$ cat src/rtl/booth_pkg.sv
// Shared defaults, state encoding and counter sizing for the sequential signed divider.
package booth_pkg;

  localparam int DW_DEF = 8;
  localparam int VW_DEF = 4;

  typedef enum logic [1:0] {
    IDLE,
    CALC,
    FIX,
    DONE
  } state_e;

  // The step counter must be able to hold the value DW itself.
  function automatic int cnt_width(input int dw);
    return $clog2(dw + 1);
  endfunction

endpackage

$ cat src/rtl/div_step.sv
// One restoring-division step on unsigned magnitudes: shift in a dividend bit,
// trial-subtract the divisor magnitude and keep the difference only if it fits.
module div_step #(
  parameter int VW = booth_pkg::VW_DEF
) (
  input  logic [VW:0] rem_in,
  input  logic        bit_in,
  input  logic [VW:0] dvs_mag,
  output logic [VW:0] rem_out,
  output logic        q_bit
);

  localparam int RW = VW + 1;

  logic [RW:0] shifted;

  always_comb begin
    shifted = {rem_in, bit_in};
    q_bit   = (shifted >= {1'b0, dvs_mag});
    rem_out = q_bit ? RW'(shifted - {1'b0, dvs_mag}) : RW'(shifted);
  end

endmodule

$ cat src/rtl/seq_signed_divider.sv
// Sequential signed divider: DW restoring steps on magnitudes, then a sign-fix
// cycle; fixed latency regardless of operand values.
module seq_signed_divider
  import booth_pkg::*;
#(
  parameter int DW = DW_DEF,
  parameter int VW = VW_DEF
) (
  input  logic          clk,
  input  logic          rst_n,
  input  logic          start,
  input  logic [DW-1:0] dividend,
  input  logic [VW-1:0] divisor,
  output logic          busy,
  output logic          done,
  output logic [DW-1:0] quotient,
  output logic [VW-1:0] remainder,
  output logic          div_zero,
  output logic          ovf
);

  localparam int CW = cnt_width(DW);

  state_e        state_q, state_d;
  logic [CW-1:0] cnt_q, cnt_d;
  // |most negative dividend| is exact as a DW-bit unsigned value.
  logic [DW-1:0] dvd_q, dvd_d;
  logic [VW:0]   dvs_q, dvs_d;
  logic [VW:0]   rem_q, rem_d;
  logic          neg_a_q, neg_a_d;
  logic          neg_b_q, neg_b_d;
  logic          zero_b_q, zero_b_d;
  logic [VW-1:0] a_low_q, a_low_d;
  logic          busy_q, busy_d;
  logic          done_q, done_d;
  logic [DW-1:0] quot_q, quot_d;
  logic [VW-1:0] remo_q, remo_d;
  logic          dz_q, dz_d;
  logic          ovf_q, ovf_d;

  logic [VW:0]   step_rem;
  logic          step_q_bit;

  div_step #(.VW(VW)) u_step (
    .rem_in  (rem_q),
    .bit_in  (dvd_q[DW-1]),
    .dvs_mag (dvs_q),
    .rem_out (step_rem),
    .q_bit   (step_q_bit)
  );

  always_comb begin
    // NOTE: every _d gets its hold value first so no path through the case infers a latch.
    state_d  = state_q;
    cnt_d    = cnt_q;
    dvd_d    = dvd_q;
    dvs_d    = dvs_q;
    rem_d    = rem_q;
    neg_a_d  = neg_a_q;
    neg_b_d  = neg_b_q;
    zero_b_d = zero_b_q;
    a_low_d  = a_low_q;
    quot_d   = quot_q;
    remo_d   = remo_q;
    dz_d     = dz_q;
    ovf_d    = ovf_q;

    case (state_q)
      IDLE, DONE: begin
        if (start) begin
          neg_a_d  = dividend[DW-1];
          neg_b_d  = divisor[VW-1];
          zero_b_d = (divisor == '0);
          a_low_d  = dividend[VW-1:0];
          dvd_d    = dividend[DW-1] ? -dividend : dividend;
          dvs_d    = divisor[VW-1] ? -{1'b1, divisor} : {1'b0, divisor};
          rem_d    = '0;
          cnt_d    = '0;
          state_d  = CALC;
        end else begin
          state_d  = IDLE;
        end
      end
      CALC: begin
        if (cnt_q == CW'(DW)) begin
          state_d = FIX;
        end else begin
          rem_d = step_rem;
          dvd_d = {dvd_q[DW-2:0], step_q_bit};
          cnt_d = cnt_q + CW'(1);
        end
      end
      FIX: begin
        if (zero_b_q) begin
          quot_d = '1;
          remo_d = a_low_q;
          dz_d   = 1'b1;
          ovf_d  = 1'b0;
        end else begin
          quot_d = (neg_a_q ^ neg_b_q) ? -dvd_q : dvd_q;
          remo_d = neg_a_q ? -rem_q[VW-1:0] : rem_q[VW-1:0];
          dz_d   = 1'b0;
          // A positive quotient with its top bit set cannot be represented.
          ovf_d  = ~(neg_a_q ^ neg_b_q) & dvd_q[DW-1];
        end
        state_d = DONE;
      end
      default: state_d = IDLE;
    endcase

    busy_d = (state_d == CALC) || (state_d == FIX);
    done_d = (state_d == DONE);
  end

  // NOTE: sequential state uses non-blocking assignments so all flops update together.
  always_ff @(posedge clk or negedge rst_n) begin
    if (!rst_n) begin
      state_q  <= IDLE;
      cnt_q    <= '0;
      dvd_q    <= '0;
      dvs_q    <= '0;
      rem_q    <= '0;
      neg_a_q  <= 1'b0;
      neg_b_q  <= 1'b0;
      zero_b_q <= 1'b0;
      a_low_q  <= '0;
      busy_q   <= 1'b0;
      done_q   <= 1'b0;
      quot_q   <= '0;
      remo_q   <= '0;
      dz_q     <= 1'b0;
      ovf_q    <= 1'b0;
    end else begin
      state_q  <= state_d;
      cnt_q    <= cnt_d;
      dvd_q    <= dvd_d;
      dvs_q    <= dvs_d;
      rem_q    <= rem_d;
      neg_a_q  <= neg_a_d;
      neg_b_q  <= neg_b_d;
      zero_b_q <= zero_b_d;
      a_low_q  <= a_low_d;
      busy_q   <= busy_d;
      done_q   <= done_d;
      quot_q   <= quot_d;
      remo_q   <= remo_d;
      dz_q     <= dz_d;
      ovf_q    <= ovf_d;
    end
  end

  assign busy      = busy_q;
  assign done      = done_q;
  assign quotient  = quot_q;
  assign remainder = remo_q;
  assign div_zero  = dz_q;
  assign ovf       = ovf_q;

endmodule

$ cat config.mk
export PLATFORM = sky130hd
export DESIGN_NAME = seq_signed_divider
export DESIGN_NICKNAME = d
export VERILOG_FILES = /design/src/rtl/booth_pkg.sv /design/src/rtl/div_step.sv /design/src/rtl/seq_signed_divider.sv
export SDC_FILE = /design/constraint.sdc
export NUM_CORES = 1
export LEC_CHECK = 0
export ABC_CLOCK_PERIOD_IN_PS = 1900
export BUFFER_PORTS_ARGS = -buffer_cell sky130_fd_sc_hd__buf_2
export CAP_MARGIN = 20
export CORE_MARGIN = 2
export CORE_UTILIZATION = 45
export DETAILED_ROUTE_END_ITERATION = 10
export GPL_ROUTABILITY_DRIVEN = 1
export GPL_TIMING_DRIVEN = 1
export PLACE_DENSITY = 0.69
export SLEW_MARGIN = 20
export SYNTH_ARGS = -nofsm -noshare
export SYNTH_HDL_FRONTEND = slang
export SYNTH_SLANG_ARGS = --single-unit
$ cat constraint.sdc
create_clock -name clk -period 1.9 [get_ports clk]
set_input_delay 0.19 -clock clk [delete_from_list [all_inputs] [get_ports clk]]
set_output_delay 0.19 -clock clk [all_outputs]
set_load 0.01 [all_outputs]
==> results of run 1 <==
-- routing by layer --
layer / up-vias / GRT usage [%] / routed length [um]
li1: 1026 / - / -
met1: 997 / 25.5 / 2610
met2: 35 / 28.2 / 2450
met3: 7 / 4.16 / 213
met4: 0 / 5.25 / 68
met5: - / 0 / 0
-- path summary, 6_finish.rpt --
check | start | to | slack [ns] | cells after the start
min in group asynchronous | rst_n | cnt_q[3] | 0.37 | 2
min | start | dvs_q[4] | 0.11 | 2
max reg2reg | dvd_q[7] | rem_q[4] | 0.09 | 8
max | dvd_q[7] | rem_q[4] | 0.09 | 8
max in group asynchronous | rst_n | rem_q[0] | 0.92 | 3
min reg2reg | dvs_q[2] | dvs_q[2] | 0.48 | 2
-- metrics by stage --
stage          util (%)  instance area, um^2  setup slack (ns)  power [W]
6_report           55.2                 3080            0.0940    0.00406
5_1_grt            55.2                 3080           0.00262    0.00440
4_1_cts            55.0                 3070            0.0115    0.00404
3_5_place_dp       52.8                 2950           0.00136    0.00328
3_3_place_gp       52.8                 2950            0.0494    0.00323
2_1_floorplan         -                 2620            0.0764    0.00273
-- cells in the final DEF, fill, tap and decap left out, types with 3 or more instances in the layout --
cell       n
clkbuf_8   5
o21ai_0   21
nor2_1    25
nand3b_1   3
nor3_1     3
ha_1      14
inv_1     21
xor2_1     5
mux2_2     9
o31ai_1    4
mux2i_1    7
nand4_1    5
nor2b_1    3
nand2_1   27
dfrtp_1   47
a21oi_1   14
buf_4     12
xnor2_1   13
buf_2     30
a31oi_1    7
-- cell type report --
cell class	count	area share, %
Tap cell	72	2.93
Multi-Input combinational cell	193	43.6
Clock inverter	1	0.975
Clock buffer	6	2.36
Sequential cell	47	38.2
Timing Repair Buffer	45	9.43
Inverter	21	2.56
-- report_power, final --
part / internal [W] / total, W / switching, W
Sequential: 0.00129 / 0.00152 / 0.000237
Clock: 0.000386 / 0.000714 / 0.000328
Combinational: 0.000858 / 0.00182 / 0.000961
-- registers in the layout, indices dropped and copies added (netlist names) --
signal / flops
dvd_q: 8
quotient: 8
dvs_q: 5
rem_q: 5
a_low_q: 4
cnt_q: 4
remainder: 4
state_q: 2
busy: 1
div_zero: 1
done: 1
neg_a_q: 1
neg_b_q: 1
ovf: 1
zero_b_q: 1
-- what timing repair did --
action | 4_1_cts | 5_1_grt
setup endpoints to repair | 1 | 3
hold buffers | 1 | 0
endpoints found under the hold margin | 19 | 0
resized for setup | 1 | 3
cloned | 0 | 0
-- kinds of logic (layout without fill, tap and decap cells) --
logic type	Yosys count	after routing	share of synthesized area, %
AOI/OAI and AO/OA	62	62	14.7
muxes	16	16	6.55
DFF	47	47	44.9
buffers and inverters	31	73	4.64
xor gates and xnor gates	18	18	6.02
adders and majority gates	15	15	7.46
and+or+nand+nor	82	82	15.7
==> run metrics, run 1 <==
port buffer count 30; post-synthesis register bit count 47; ant diodes 0; number of vias per cell 5.36; Yosys warning count 0; Syn Nets about 300; Synth top cells by count dfrtp_1, nand2_1, nor2_1; skew final 0.00778 ns; dominant synthesized flop cell dfrtp_1; Clock Tree Buf Depth 2; setup TNS 0 ns; CP Data Required Time 2.08 ns; H-tree levels 2; TritonRoute pass-1 iters 4; Crit. End Element flop; Synth Instances 271; crit-path cells inv_1 -> ha_1 -> inv_1 -> fa_2 -> nand3_2 -> a31o_4 -> nand3b_1 -> a32o_1; worst hold path type input pin to flop; Vias ~2100; Overflow after GRT 0; Sink Count 47; io pins 31; Inst Count DP 377; CP max stage delay 0.38 ns; Max stage delay cell, worst path dfrtp_1; layout cells sized above 1 22.4%; root buf cell clkbuf_8; Pleak 1.44 nW; fmax ~550 MHz; final period utilization a little over nine tenths; CP top delay family adder cells; final wirelength between 5 and 6 mm; FP Rows 27; DR WL/cell 13.9 um; Slew HR roughly 67%; async set-reset flop share out of synthesis 100%; area share of the leading cell type in the synthesized netlist between 40% and 50%; worst-path fanout max 7; number of max-cap violations 0; CTS tree yes; Die H about 80 um; P per Cell Area 1320 mW/mm^2; total CTS buffers 5; first-pass GRT wire length a little over 9 mm; hpwl dp about 4.0 mm; Reg area 0.00118 mm^2; EDFF count, synth 0; VDD IR max 656 uV; vias in the first global route 2000; most frequent CP cell inv_1; Post-Synthesis Cell Area around 0.0026 mm^2; setup bufs post-CTS 0; insertion delay to the later sink of the worst-skew pair roughly 0.3 ns; largest net degree at the start of global routing 23; Crit Path Class flop to flop; Min Clock Period, post-route 1.81 ns; Final Hold Fails 0; Final ANT Viol Nets 0; outcome finished clean; RSZ-0062 raised after global routing false; Bufs and invs on worst path 2; initial cell density of the core a little under half; Synth area leader dfrtp_1; Data arrival, critical path 1.99 ns; FILL cells 503; Post-Layout Cell Count 385; top-count cell post-synth dfrtp_1; routability cong. approximately 0.84; syn avg cell area 9.66 um^2; core footprint 0.00557 mm^2; area occupied by multi-input gates roughly 0.0013 mm^2; setup violators final 0; Die ar. 0.00644 mm^2; area added between synthesis and finish 17.6%; Critical Path Start Type flop; sequential cell area fraction in the yosys report 44.9%; hold_ws 0.106 ns; Slew Limit Fails 0; Worst-Margin Slew between 0.4 and 0.5 ns; dominant cells by area after synthesis dfrtp_1, ha_1, xnor2_1; die width around 80 um; gr usage total 18.2%; initial antenna violation count 0; clk slew on worst S/H paths 0.09 ns; DRC 0; Iter 0 DRT Violations 89; Unique masters post-synth 45; nets ~340
Note: power is estimated with default switching activity, not from simulation.
==> inputs of run 2 (changes only) <==
--- a/config.mk
+++ b/config.mk
@@ -8,12 +8,13 @@
 export ABC_CLOCK_PERIOD_IN_PS = 1900
 export BUFFER_PORTS_ARGS = -buffer_cell sky130_fd_sc_hd__buf_2
 export CAP_MARGIN = 20
-export CORE_MARGIN = 2
 export CORE_UTILIZATION = 45
 export DETAILED_ROUTE_END_ITERATION = 10
 export GPL_ROUTABILITY_DRIVEN = 1
 export GPL_TIMING_DRIVEN = 1
+export HOLD_SLACK_MARGIN = 0.05
 export PLACE_DENSITY = 0.69
+export RECOVER_POWER = 100
 export SLEW_MARGIN = 20
 export SYNTH_ARGS = -nofsm -noshare
 export SYNTH_HDL_FRONTEND = slang
==> run metrics, run 2 (synthesis gave the netlist of run 1 again) <==
vias in the first global route 1968; GRT met2 Usage between 30% and 40%; hold_ws 0.104 ns; Die ar. 0.00613 mm^2; P per Cell Area around 1300 mW/mm^2; first-pass GRT wire length ~9.4 mm; Overflow after GRT 0; TritonRoute pass-1 iters 4; nets 345; Clock Tree Buf Depth 2; Data arrival, critical path between 1.5 and 2 ns; area added between synthesis and finish 17.3%; core footprint 0.00554 mm^2; worst-path fanout max 7; io pins 31; insertion delay to the later sink of the worst-skew pair around 0.30 ns; VDD IR max 623 uV; setup TNS 0 ns; routability cong. 0.839; setup bufs post-CTS 0; total CTS buffers 5; met3 GRT Util 3.84%; Iter 0 DRT Violations roughly 130; ant diodes 0; die width 78.3 um; clk slew on worst S/H paths 0.09 ns; hpwl dp 3.93 mm; CP Data Required Time 2.10 ns; initial cell density of the core 47.2%; commonest non-fill, non-tap cell in the layout dfrtp_1; Sink Count 47; root buf cell clkbuf_8; global route hottest layer met2; Slew HR a little over a fifth; Final ANT Viol Nets 0; initial antenna violation count 0; Crit. End Element flop; crit-path cells inv_1 -> ha_1 -> inv_1 -> fa_2 -> nand3_2 -> a31o_4 -> nand3b_1 -> a32o_1; FP Rows 27; RSZ-0062 raised after global routing false; Pleak 1.39 nW; Critical Path Start Type flop; port buffer count 30; worst hold path type input pin to flop; number of vias per cell 5.22; Min Clock Period, post-route between 1.5 and 2 ns; Vias 2026; Inst Count DP 379; Max stage delay cell, worst path dfrtp_1; Post-Layout Cell Count approximately 390; number of max-cap violations 0; setup violators final 0; CP max stage delay 0.38 ns; final period utilization between 90% and 100%; grt met1 use approximately 26%; largest net degree at the start of global routing 48; Die H 78.3 um; layout cells sized above 1 around 18%; Slew Limit Fails 0; outcome finished clean; Worst-Margin Slew 1.18 ns; Bufs and invs on worst path 2; DRC 0; fmax approximately 560 MHz; skew final 0.0135 ns; final wirelength 5.35 mm; CP top delay family adder cells; DR WL/cell roughly 14 um; gr usage total 19.8%; H-tree levels 2; Crit Path Class flop to flop; commonest non-fill, non-tap cells in the layout dfrtp_1, nand2_1, nor2_1; CTS tree yes; most frequent CP cell inv_1; Final Hold Fails 0
[run 2: cell count changes in the layout (fill, tap and decap cells not counted)]
| cell | change |
|---|---|
| buf_12 | -1 |
| buf_2 | -16 |
| buf_4 | +1 |
| clkbuf_1 | +15 |
| clkbuf_2 | +2 |
| clkbuf_8 | +1 |
| clkinv_2 | +1 |
| mux2_1 | +1 |
| mux2_2 | -1 |
| nand2_1 | -1 |
| nand2_2 | +1 |
| o31ai_1 | +1 |
| o31ai_2 | -1 |
[run 2: power breakdown]
| group | total [W] | internal (W) | switching [W] |
|---|---|---|---|
| combinational | 0.00177 | 0.000837 | 0.000929 |
| clock | 0.000769 | 0.000426 | 0.000343 |
| sequential | 0.00153 | 0.00129 | 0.000243 |
[run 2: final timing paths]
check                           startpoint           to  slack (ns)  depth (start not counted)
worst max-delay path              dvd_q[7]     rem_q[4]        0.11                          8
worst min-delay path                 start     dvs_q[4]        0.10                          2
worst max register to register    dvd_q[7]     rem_q[4]        0.11                          8
worst min register to register  a_low_q[0]   a_low_q[0]        0.49                          2
max in group asynchronous            rst_n  quotient[2]        0.45                          3
min in group asynchronous            rst_n     dvd_q[2]        0.74                          3
[run 2: cell type report]
class                   instances  area (um^2)
clock buffers                   6         82.6
clock inverters                 2         35.0
flip-flops and latches         47         1180
multi-input cells             193         1340
well taps                      72         90.1
inverters                      21         78.8
repair buffers                 47          268
fillers                       501         2470
[run 2: timing repair]
item                                    CTS  global route
endpoints found under the setup margin    0             7
endpoints found under the hold margin    47             0
hold buffers                              1             0
resized for setup                         0             4
[run 2: worst reg2reg max path, delay by kind of cell, from the launching register on]
family                   cells  cell delay [ns]
buffers and inverters        2             0.14
AO/OA/AOI/OAI                2             0.46
AND/OR/NAND/NOR              2             0.19
flip-flops                   1             0.38
adder cells (fa/ha/maj)      2             0.52
[run 2: routing by layer]
metal  routed length, um  share of wire, %
met1                2470                46
met2                2680                50
met3                 147               2.7
met4                  48              0.90
met5                   0                 0
[run 2: stage by stage]
stage | area, um^2 | util (%) | power (W) | setup WS, ns
after CTS | 3090 | 55.7 | 0.00407 | 0.00184
after global routing | 3070 | 55.4 | 0.00441 | 0.00415
after detailed placement | 2960 | 53.4 | 0.00329 | 0.0338
after floorplan | 2620 | - | 0.00273 | 0.0764
after global placement | 2960 | 53.4 | 0.00325 | 0.0465
final | 3070 | 55.4 | 0.00407 | 0.111
==> inputs of run 3 (changes only) <==
--- a/config.mk
+++ b/config.mk
@@ -13,7 +13,7 @@
 export GPL_ROUTABILITY_DRIVEN = 1
 export GPL_TIMING_DRIVEN = 1
 export HOLD_SLACK_MARGIN = 0.05
-export PLACE_DENSITY = 0.69
+export PLACE_DENSITY = 0.77
 export RECOVER_POWER = 100
 export SLEW_MARGIN = 20
 export SYNTH_ARGS = -nofsm -noshare
==> run metrics, run 3 (synthesis gave the netlist of run 1 again) <==
setup bufs post-CTS 0; ant diodes 0; Reg area 0.00118 mm^2; clk slew on worst S/H paths ~0.09 ns; Clock Tree Buf Depth 2; GRT met2 Usage 32.5%; hold_ws ~0.085 ns; P per Cell Area ~1300 mW/mm^2; FP Rows 27; final period utilization 93.5%; commonest non-fill, non-tap cell in the layout dfrtp_1; Sink Count 47; final wirelength 5.57 mm; hpwl dp 4.16 mm; fmax 563 MHz; Slew Limit Fails 0; met3 GRT Util 3.72%; commonest non-fill, non-tap cells in the layout dfrtp_1, nand2_1, nor2_1; global route hottest layer met2; CP max stage delay 0.42 ns; number of vias per cell 5.32; Crit Path Class flop to flop; worst hold path type input pin to flop; Inst Count DP 378; Slew HR about a quarter; DRC 0; CTS tree yes; RSZ-0062 raised after global routing false; FILL cells 503; outcome finished clean; crit-path cells ha_1 -> nand4_1 -> a31o_4 -> and2_4 -> o311ai_1; area added between synthesis and finish 16.2%; Vias 2060; Data arrival, critical path approximately 2.0 ns; Crit. End Element flop; Worst-Margin Slew 1.15 ns; nets 344; Die H around 80 um; H-tree levels 2; root buf cell clkbuf_8; VDD IR max around 680 uV; port buffer count 30; Die ar. 0.00613 mm^2; Post-Layout Cell Count between 300 and 400; launch point of the worst path rem_q[2]; Iter 0 DRT Violations 116; core footprint 0.00554 mm^2; DR WL/cell roughly 14 um; gr usage total 20.3%; area occupied by multi-input gates 0.00135 mm^2; routability cong. around 0.92; Max stage delay cell, worst path dfrtp_1; worst reg2reg path startpoint rem_q[2]; largest net degree at the start of global routing 48; total CTS buffers 5; CP Data Required Time 2.10 ns; insertion delay to the later sink of the worst-skew pair just over 0.3 ns; Overflow after GRT 0; Hold Path Origin start; layout cells sized above 1 18.1%; Final Hold Fails 0; number of max-cap violations 0; setup violators final 0; vias in the first global route 2000; worst-path fanout max 7; Final ANT Viol Nets 0; Bufs and invs on worst path 0; TritonRoute pass-1 iters 4; first-pass GRT wire length 9.63 mm; Critical Path Start Type flop; io pins 31; die width 78.3 um; Pleak about 1.4 nW; initial antenna violation count 0; CP top delay family compound AO/OA/AOI/OAI gates; Min Clock Period, post-route 1.78 ns; skew final approximately 0.0078 ns; setup TNS 0 ns; initial cell density of the core 47.2%; grt met1 use 27.9%
## run 3: path summary, 6_finish.rpt
| check | end | slack [ns] | depth (start not counted) |
|---|---|---|---|
| setup / recovery | rem_q[0] | 0.12 | 5 |
| hold / removal | dvs_q[4] | 0.09 | 2 |
| setup reg to reg | rem_q[0] | 0.12 | 5 |
| hold reg to reg | dvs_q[2] | 0.49 | 2 |
| max in group asynchronous | dvs_q[1] | 0.49 | 3 |
| min in group asynchronous | quotient[4] | 0.71 | 3 |
## run 3: per-layer routing
| layer | routed length, um | share of wire, % |
|---|---|---|
| met1 | 2710 | 49 |
| met2 | 2660 | 48 |
| met3 | 158 | 2.8 |
| met4 | 40 | 0.72 |
| met5 | 0 | 0 |
## run 3: what timing repair did
item / in CTS / in global routing
hold endpoints to repair: 47 / 0
hold buffers: 1 / 0
endpoints found under the setup margin: 0 / 15
gates resized for setup: 0 / 5
## run 3: where the power goes
part / internal (W) / leakage, nW / switching (W)
logic: 0.000812 / 0.718 / 0.000951
registers: 0.00129 / 0.603 / 0.000260
clock network: 0.000297 / 0.0474 / 0.000361
total: 0.00240 / 1.37 / 0.00157
## run 3: cell type report
type,count,share of cell area [%]
clock buffer,6,2.72
clock inverter,2,0.535
inverter,21,2.59
multi-input combinational,193,44.2
sequential,47,38.7
tap,72,2.96
timing repair buffer,46,8.27
## run 3: through the flow
| stage | power (W) | utilization [%] | setup WS [ns] | cell area (um^2) |
|---|---|---|---|---|
| floorplan | 0.00273 | - | 0.0764 | 2620 |
| global placement | 0.00323 | 53.1 | 0.0600 | 2940 |
| detailed placement | 0.00330 | 53.1 | 0.0318 | 2940 |
| CTS | 0.00398 | 55.0 | 0.0142 | 3050 |
| global route | 0.00433 | 54.9 | 0.0192 | 3040 |
| finish | 0.00397 | 54.9 | 0.124 | 3040 |
## run 3: worst reg2reg max path: stages, from the launching register on
cell	delay, ns
dfrtp_1	0.42
ha_1	0.38
nand4_1	0.15
a31o_4	0.30
and2_4	0.17
o311ai_1	0.25
